File: config.mk
export PLATFORM = sky130hd
export DESIGN_NAME = bnn_neuron_seq
export DESIGN_NICKNAME = d
export VERILOG_FILES = /design/src/rtl/bnn_neuron_seq.sv
export SDC_FILE = /design/constraint.sdc
export NUM_CORES = 1
export LEC_CHECK = 0
export CAP_MARGIN = 20
export CORE_AREA = 2 2 139 141
export DETAILED_ROUTE_END_ITERATION = 10
export DIE_AREA = 0 0 141 143
export PLACE_DENSITY_LB_ADDON = 0.05
export REMOVE_ABC_BUFFERS = 1
export SYNTH_ARGS = -nofsm -noshare
export SYNTH_HDL_FRONTEND = slang
export SYNTH_HIERARCHICAL = 1
export SYNTH_SLANG_ARGS = --single-unit
File: constraint.sdc
create_clock -name clk -period 5.3 [get_ports clk]
set_clock_uncertainty 0.2 [all_clocks]
set_input_delay 0.53 -clock clk [delete_from_list [all_inputs] [get_ports clk]]
set_output_delay 0.53 -clock clk [all_outputs]
set_load 0.02 [all_outputs]
File: src/rtl/bnn_neuron_seq.sv
// Binarized neuron sequencer: streams N operand word pairs through one XNOR-popcount
// unit, accumulates the match count, and emits a signed dot product plus thresholded activation.

module bnn_xnor_popcount (
  input  logic [31:0] a,
  input  logic [31:0] b,
  output logic [5:0]  cnt
);

  logic [31:0] match;

  // NOTE: combinational blocks assign every output first and use blocking '=' so no latch is inferred.
  always_comb begin
    match = ~(a ^ b);
    cnt   = '0;
    for (int i = 0; i < 32; i++) begin
      cnt = cnt + 6'(match[i]);
    end
  end

endmodule

module bnn_neuron_seq #(
  parameter  int MAX_WORDS = 16,
  localparam int NW_W      = $clog2(MAX_WORDS + 1),
  localparam int ACC_W     = $clog2(32 * MAX_WORDS + 1)
) (
  input  logic                    clk,
  input  logic                    rst_n,
  input  logic                    start_i,
  input  logic [NW_W-1:0]         num_words_i,
  input  logic signed [ACC_W+1:0] thresh_i,
  input  logic                    abort_i,
  input  logic                    op_valid_i,
  output logic                    op_ready_o,
  input  logic [31:0]             op_a_i,
  input  logic [31:0]             op_b_i,
  output logic                    busy_o,
  output logic                    res_valid_o,
  input  logic                    res_ready_i,
  output logic signed [ACC_W+1:0] res_dot_o,
  output logic                    res_act_o,
  output logic [ACC_W-1:0]        res_cnt_o
);

  localparam int DOT_W = ACC_W + 2;

  typedef enum logic [1:0] {
    IDLE = 2'd0,
    RUN  = 2'd1,
    DONE = 2'd2
  } state_t;

  state_t                   state;
  logic [ACC_W-1:0]         acc;
  logic [NW_W-1:0]          beat_cnt;
  logic [NW_W-1:0]          n_reg;
  logic signed [DOT_W-1:0]  thresh_reg;

  logic [5:0]               beat_pop;
  logic                     beat_fire;
  logic                     last_beat;
  logic [NW_W-1:0]          n_sat;
  logic [ACC_W-1:0]         acc_sum;
  logic [DOT_W-1:0]         two_acc;
  logic [DOT_W-1:0]         n_x32;
  logic signed [DOT_W-1:0]  dot_sum;
  logic                     zero_act;

  bnn_xnor_popcount u_pop (
    .a   (op_a_i),
    .b   (op_b_i),
    .cnt (beat_pop)
  );

  assign op_ready_o = (state == RUN);
  assign busy_o     = (state != IDLE);
  assign beat_fire  = op_ready_o && op_valid_i;
  assign last_beat  = (beat_cnt == n_reg - NW_W'(1));

  assign n_sat = (num_words_i > NW_W'(MAX_WORDS)) ? NW_W'(MAX_WORDS) : num_words_i;

  // Result of the final beat is formed from the post-accumulation value so the
  // outputs can be registered on entry to DONE and held there untouched.
  assign acc_sum  = acc + ACC_W'(beat_pop);
  assign two_acc  = {1'b0, acc_sum, 1'b0};
  assign n_x32    = DOT_W'({n_reg, 5'b0});
  assign dot_sum  = $signed(two_acc - n_x32);

  // An empty vector has dot 0, so the activation reduces to thresh <= 0.
  assign zero_act = thresh_i[DOT_W-1] || (thresh_i == '0);

  // NOTE: state registers use non-blocking '<=' so every flop samples pre-edge values.
  always_ff @(posedge clk or negedge rst_n) begin
    if (!rst_n) begin
      state       <= IDLE;
      acc         <= '0;
      beat_cnt    <= '0;
      n_reg       <= '0;
      thresh_reg  <= '0;
      res_valid_o <= 1'b0;
      res_dot_o   <= '0;
      res_act_o   <= 1'b0;
      res_cnt_o   <= '0;
    end else if (abort_i) begin
      state       <= IDLE;
      acc         <= '0;
      beat_cnt    <= '0;
      res_valid_o <= 1'b0;
      res_dot_o   <= '0;
      res_act_o   <= 1'b0;
      res_cnt_o   <= '0;
    end else begin
      unique case (state)
        IDLE: begin
          if (start_i) begin
            n_reg      <= n_sat;
            thresh_reg <= thresh_i;
            acc        <= '0;
            beat_cnt   <= '0;
            if (n_sat == '0) begin
              state       <= DONE;
              res_valid_o <= 1'b1;
              res_dot_o   <= '0;
              res_act_o   <= zero_act;
              res_cnt_o   <= '0;
            end else begin
              state <= RUN;
            end
          end
        end

        RUN: begin
          if (beat_fire) begin
            acc      <= acc_sum;
            beat_cnt <= beat_cnt + NW_W'(1);
            if (last_beat) begin
              state       <= DONE;
              res_valid_o <= 1'b1;
              res_dot_o   <= dot_sum;
              res_act_o   <= (dot_sum >= thresh_reg);
              res_cnt_o   <= acc_sum;
            end
          end
        end

        DONE: begin
          if (res_ready_i) begin
            state       <= IDLE;
            res_valid_o <= 1'b0;
            res_dot_o   <= '0;
            res_act_o   <= 1'b0;
            res_cnt_o   <= '0;
          end
        end

        default: begin
          state <= IDLE;
        end
      endcase
    end
  end

endmodule

== After elaboration in Yosys (flattened, before gate mapping) ==
Cells that the tools add are included.

* Flip-flop bits (word level): 58
* Bits of input ports: 87
* Output and inout port bits: 26
* Logic and storage cells: 112

* Add/subtract/negate cells: 35
* $lt $le $gt $ge: 2
* Equality and inequality tests: 8
* Muxes and demuxes: 43
* Bitwise logic cells: 3
* Reduce and logical (&&, ||, !) cells: 12

{| class="wikitable"
|+ Operators by type and width
! operator !! count
|-
| adder 6 x 1 -> 6 bit || 30
|-
| two-way mux 10 bit || 9
|-
| two-way mux 12 bit || 6
|-
| case mux 12 bit (3 select lines) || 1
|-
| NOT 32 bit || 1
|-
| bitwise XOR 32 bit || 1
|-
| case mux 10 bit (3 select lines) || 1
|-
| two-way mux 5 bit || 4
|-
| case mux 10 bit (2 select lines) || 1
|-
| greater-or-equal comparator 12 bit || 1
|-
| logical NOT 12 bit || 1
|-
| two-way mux 2 bit || 6
|-
| subtractor 11 x 10 -> 12 bit || 1
|-
| two-way mux 1 bit || 11
|-
| adder 10 x 6 -> 10 bit || 1
|-
| case mux 5 bit (2 select lines) || 1
|-
| != test 3 bit, second input constant || 3
|-
| != test 3 x 2 -> 1 bit, second input constant || 2
|-
| case mux 1 bit (3 select lines) || 2
|-
| case mux 2 bit (3 select lines) || 1
|-
| AND reduction 3 bit || 2
|-
| AND reduction 6 bit || 1
|-
| adder 5 x 1 -> 5 bit, second input constant || 1
|-
| equality test 5 bit || 1
|-
| 14 further kinds || 14
|}

== Depth between registers and ports, before layout ==
* Depth after elaboration: 40
* Mapped depth: 35
* Mapped depth without buffers: 35

== Hierarchy ==
Netlist, hierarchy kept.

{| class="wikitable"
|+ By module, submodules not included
! module !! times used !! cells each !! area an instance (µm²) !! seq. area each (µm²)
|-
| bnn_neuron_seq || 1 || 337 || 3347.0 || 1326.3
|-
| bnn_xnor_popcount || 1 || 102 || 1028.5 || 0.0
|}

== Least setup slack after synthesis ==
Ideal clock, no wire load.

* Kind: input to register
* Start: in op_b_i[11]
* End: reg res_act_o
* Library setup time: 0.123 ns
* Arrival time: 7.956 ns
* Required time: 4.977 ns
* Path slack: -2.979 ns
* Stages on the path: 30
* Path buffers: 0
* Cells stage by stage: xor2_1 fa_1 inv_1 fa_1 inv_1 fa_1 fa_1 fa_1 inv_1 fa_1 ha_1 fa_1 fa_1 a21o_1 a21oi_1 o21bai_1 a21oi_1 xnor2_1 ha_1 o21a_1 o31a_1 o21ai_0 nand2_1 xor2_1 ha_1 nand4_1 a211oi_1 nor4_1 mux2i_1 o2bb2ai_1

* Cells in the longest elaborated chain, start to end: 30

{| class="wikitable"
|+ Ends and longest elaborated chain
! item !! RTL line !! RTL
|-
| from (decl) || 37 || <nowiki>input logic [31:0] op_b_i,</nowiki>
|-
| bitwise XOR 32 bit || 14 || <nowiki>match = ~(a ^ b);</nowiki>
|-
| NOT 32 bit || 14 ||
|-
| adder 6 x 1 -> 6 bit (21 in a row) || 17 || <nowiki>cnt = cnt + 6'(match[i]);</nowiki>
|-
| named net beat_pop[1] || 60 || <nowiki>logic [5:0] beat_pop;</nowiki>
|-
| adder 10 x 6 -> 10 bit || 85 || <nowiki>assign acc_sum = acc + ACC_W'(beat_pop);</nowiki>
|-
| subtractor 11 x 10 -> 12 bit || 88 || <nowiki>assign dot_sum = $signed(two_acc - n_x32);</nowiki>
|-
| greater-or-equal comparator 12 bit || 141 || <nowiki>res_act_o <= (dot_sum >= thresh_reg);</nowiki>
|-
| two-way mux 1 bit || 137 || <nowiki>if (last_beat) begin</nowiki>
|-
| two-way mux 1 bit || 134 || <nowiki>if (beat_fire) begin</nowiki>
|-
| case mux 1 bit (3 select lines) || 114 || <nowiki>unique case (state)</nowiki>
|-
| two-way mux 1 bit || 105 || <nowiki>end else if (abort_i) begin</nowiki>
|-
| to (signal assigned) || 125 || <nowiki>res_act_o <= zero_act;</nowiki>
|-
| to (signal assigned) || 141 ||
|-
| to (decl) || 42 || <nowiki>output logic res_act_o,</nowiki>
|}

The timed path passes the listed nets, and every way through them passes these cells. The select of a mux whose other input is x is not followed.
A chain may end at the register's enable or synchronous reset.

== Worst setup path after layout ==
* Start: in op_b_i[27]
* End: reg res_act_o

* Cells in the longest elaborated chain, start to end: 14

{| class="wikitable"
|+ Ends and longest elaborated chain
! item !! RTL line
|-
| bitwise XOR 32 bit || 14
|-
| NOT 32 bit || 14
|-
| adder 6 x 1 -> 6 bit (5 in a row) || 17
|-
| named net beat_pop[1] || 60
|-
| adder 10 x 6 -> 10 bit || 85
|-
| subtractor 11 x 10 -> 12 bit || 88
|-
| greater-or-equal comparator 12 bit || 141
|-
| two-way mux 1 bit || 137
|-
| two-way mux 1 bit || 134
|-
| case mux 1 bit (3 select lines) || 114
|-
| two-way mux 1 bit || 105
|}

The timed path passes the listed nets, and every way through them passes these cells. The select of a mux whose other input is x is not followed.

==> results.py <==
metrics = {
    "worst_setup_path": {
        "end_kind": "flip-flop",
        "path_common_cell": "fa_1",
        "required_ps": 5300,
        "cp_slowest_stage_delay_ps": 570,
        "crit_path_max_fanout": 3,
        "crit_family": "adder cells",
        "path_buf_inv": 5,
        "cp.arrival_ps": 7920,
        "start_kind": "input port",
        "crit_type": "in2reg",
        "critPathSlowestCell": "fa_2",
    },
    "clock_tree": {
        "cts_buffers": 5,
        "clkSlewWorstSetupHoldPaths_ps": 80,
        "clk_latency_ps": 310,
        "cts_tree": "done",
        "ctsHtreeMaxLevel": 2,
        "cts_num_sinks": 53,
        "cts_buffer_depth": 2,
        "root_buffer": "clkbuf_16",
        "cts_hold_buf": 0,
    },
    "yosys": {
        "synth.distinct_cells": 50,
        "synth_seq_area_share_pct": 30.3,
        "synth_enable_flop_cells": 0,
        "ys_ff_latch": 53,
        "synth_common_cells": "inv_1, dfrtp_1, ha_1",
        "async_flop_share_pct": 100,
        "synth_area_leaders": "dfrtp_1, fa_1, ha_1, mux2_2, inv_1",
        "synth_most_common_cell": "inv_1",
        "synth.top_cell.area_share_pct": 30.3,
        "synthFlopType": "dfrtp_1",
        "synth_area_um2": 4380,
        "syn_inst": 439,
        "yosysWarnings": 6,
        "synth_largest_area_cell": "dfrtp_1",
        "syn_avg_cell_area_um2": 9.97,
    },
    "placed_design": {
        "gp_congestion": 0.784,
        "place_hpwl_um": 9370,
        "io_buffers": 111,
        "dp.cells": 808,
    },
    "global_route": {
        "grt_pass1_wl_um": 20200,
        "grt_use_total_pct": 12.8,
        "grt_remaining_overflow": 0,
        "grt_max_degree": 54,
        "grt_pass1_vias": 3993,
        "antenna_found_initial": 0,
    },
    "die": {
        "chipHeight_um": 143,
        "rows": 50,
        "start_util_pct": 23.5,
        "core_area_um2": 18600,
        "die_w_um": 141,
        "ios": 113,
        "die_area_um2": 20200,
    },
    "run_status": {
        "violations": "negative setup slack",
        "status": "complete, but fails checks",
    },
    "timing": {
        "worst_slack_ps": -2620,
        "rsz0062_at_grt": "true",
        "max_clock_freq_mhz": 126,
        "fin_crit_ps": 7920,
        "hold_violations": 0,
        "tightest_slew_ps": 1100,
        "slew_headroom_pct": 26.6,
        "finalSetupViolCount": 26,
        "fin_crit_sh_pct": 149,
        "drv_slew": 0,
    },
    "routing": {
        "wl_um": 12700,
        "vias_per_cell": 4.29,
        "first_pass_iters": 4,
        "drc_errors": 0,
        "drt_iter0_drc": 101,
        "vias": 3680,
        "wl_per_cell_um": 14.8,
        "ant_nets": 0,
    },
    "flow_run": {
        "maxCapViolCount": 0,
    },
    "hold_path": {
        "hold_class": "in2async",
    },
    "layout": {
        "post_layout_nonfiller_instances": 857,
        "antenna_cells": 0,
        "largest_reg_flops": 12,
        "finalNetCount": 769,
        "drive_above_1_share_pct": 37.2,
        "area_growth_pct": 63.3,
    },
}
[kinds of logic after synthesis]
kind of cell | after synthesis | synth area share [%]
AO/OA/AOI/OAI | 78 | 12.6
XOR/XNOR | 50 | 10.0
adder cells (fa/ha/maj) | 60 | 21.6
buffers and inverters | 79 | 7.46
flip-flops | 53 | 30.3
multiplexers | 33 | 8.55
other | 1 | 0.0857
AND/OR/NAND/NOR | 85 | 9.32
[metrics by stage]
step	utilization (%)	TNS (ps)	hold WS [ps]	area (um2)	setup WS [ps]
floorplan	-	-29280	34.4	4290	-2980
global placement	32.2	-51650	280	5980	-3670
detailed placement	32.2	-52510	284	5980	-3810
CTS	37.3	-31340	190	6940	-2740
global route	38.5	-35080	248	7150	-2910
finish	38.5	-30420	163	7150	-2620
[cells in the final DEF (no fill, tap or decap), types with 5 or more instances in the layout]
| cell type | synthesis | layout |
|---|---|---|
| a21o_1 | 6 | 6 |
| a21oi_1 | 14 | 8 |
| a21oi_4 | 1 | 5 |
| buf_2 | 0 | 14 |
| buf_4 | 6 | 44 |
| buf_6 | 1 | 39 |
| clkbuf_16 | 0 | 5 |
| clkbuf_2 | 0 | 7 |
| clkdlybuf4s50_1 | 0 | 80 |
| dfrtp_1 | 53 | 53 |
| fa_1 | 26 | 22 |
| ha_1 | 34 | 23 |
| ha_4 | 0 | 10 |
| inv_1 | 64 | 55 |
| inv_2 | 0 | 8 |
| mux2_2 | 23 | 15 |
| mux2_4 | 3 | 11 |
| mux2i_1 | 7 | 7 |
| nand2_1 | 31 | 25 |
| nand2_2 | 0 | 5 |
| nand3_1 | 9 | 7 |
| nor2_1 | 14 | 9 |
| nor3_1 | 7 | 6 |
| o21ai_0 | 22 | 16 |
| xnor2_1 | 23 | 12 |
| xnor2_2 | 0 | 9 |
| xor2_1 | 27 | 17 |
| xor2_2 | 0 | 7 |
[worst reg2reg max path, stage by stage (launching register included)]
cell and delay (ps):
dfrtp_1 390, ha_1 290, fa_2 400, a21o_1 200
a21oi_4 180, buf_6 150, xnor2_4 90, ha_4 190
fa_2 360, nor2b_1 120, o21ai_1 70, nand2b_1 110
and2_4 180, nor3b_2 50, ha_1 320, nand4_1 150
a211oi_2 60, nor4_2 330, mux2i_1 230, o2bb2ai_1 70
[per-layer routing]
metal | track usage, % | wire (um) | vias up
li1 | - | - | 1827
met1 | 16.1 | 5660 | 1781
met2 | 22.8 | 6520 | 65
met3 | 2.15 | 370 | 7
met4 | 3.47 | 133 | 0
met5 | 0 | 0 | -
[cell type report]
class	instances	area, um2
clock buffer	6	139
clock inverter	2	16.3
fill	1858	11400
inverter	64	243
multi-input combinational	307	3380
sequential	53	1330
tap	234	293
timing repair buffer	191	1740
[repair_timing]
action | CTS | global route
resized for setup | 207 | 54
buffers inserted | 37 | 11
setup endpoints to repair | 28 | 26
pin swaps | 76 | 42
[final timing paths]
| check | startpoint | end | slack, ps | cells past startpoint |
|---|---|---|---|---|
| max | op_b_i[27] | res_act_o | -2620 | 31 |
| min | rst_n | state[1] | 160 | 2 |
| max reg2reg | acc[0] | res_act_o | 1050 | 19 |
| min reg2reg | acc[0] | acc[0] | 300 | 2 |
| max in group asynchronous | rst_n | acc[5] | 4240 | 2 |
| min in group clk | acc[0] | acc[0] | 300 | 2 |
Power is left out: the tool's default activity adds up to more than one toggle a clock period on the data nets, which glitch-free logic cannot reach.
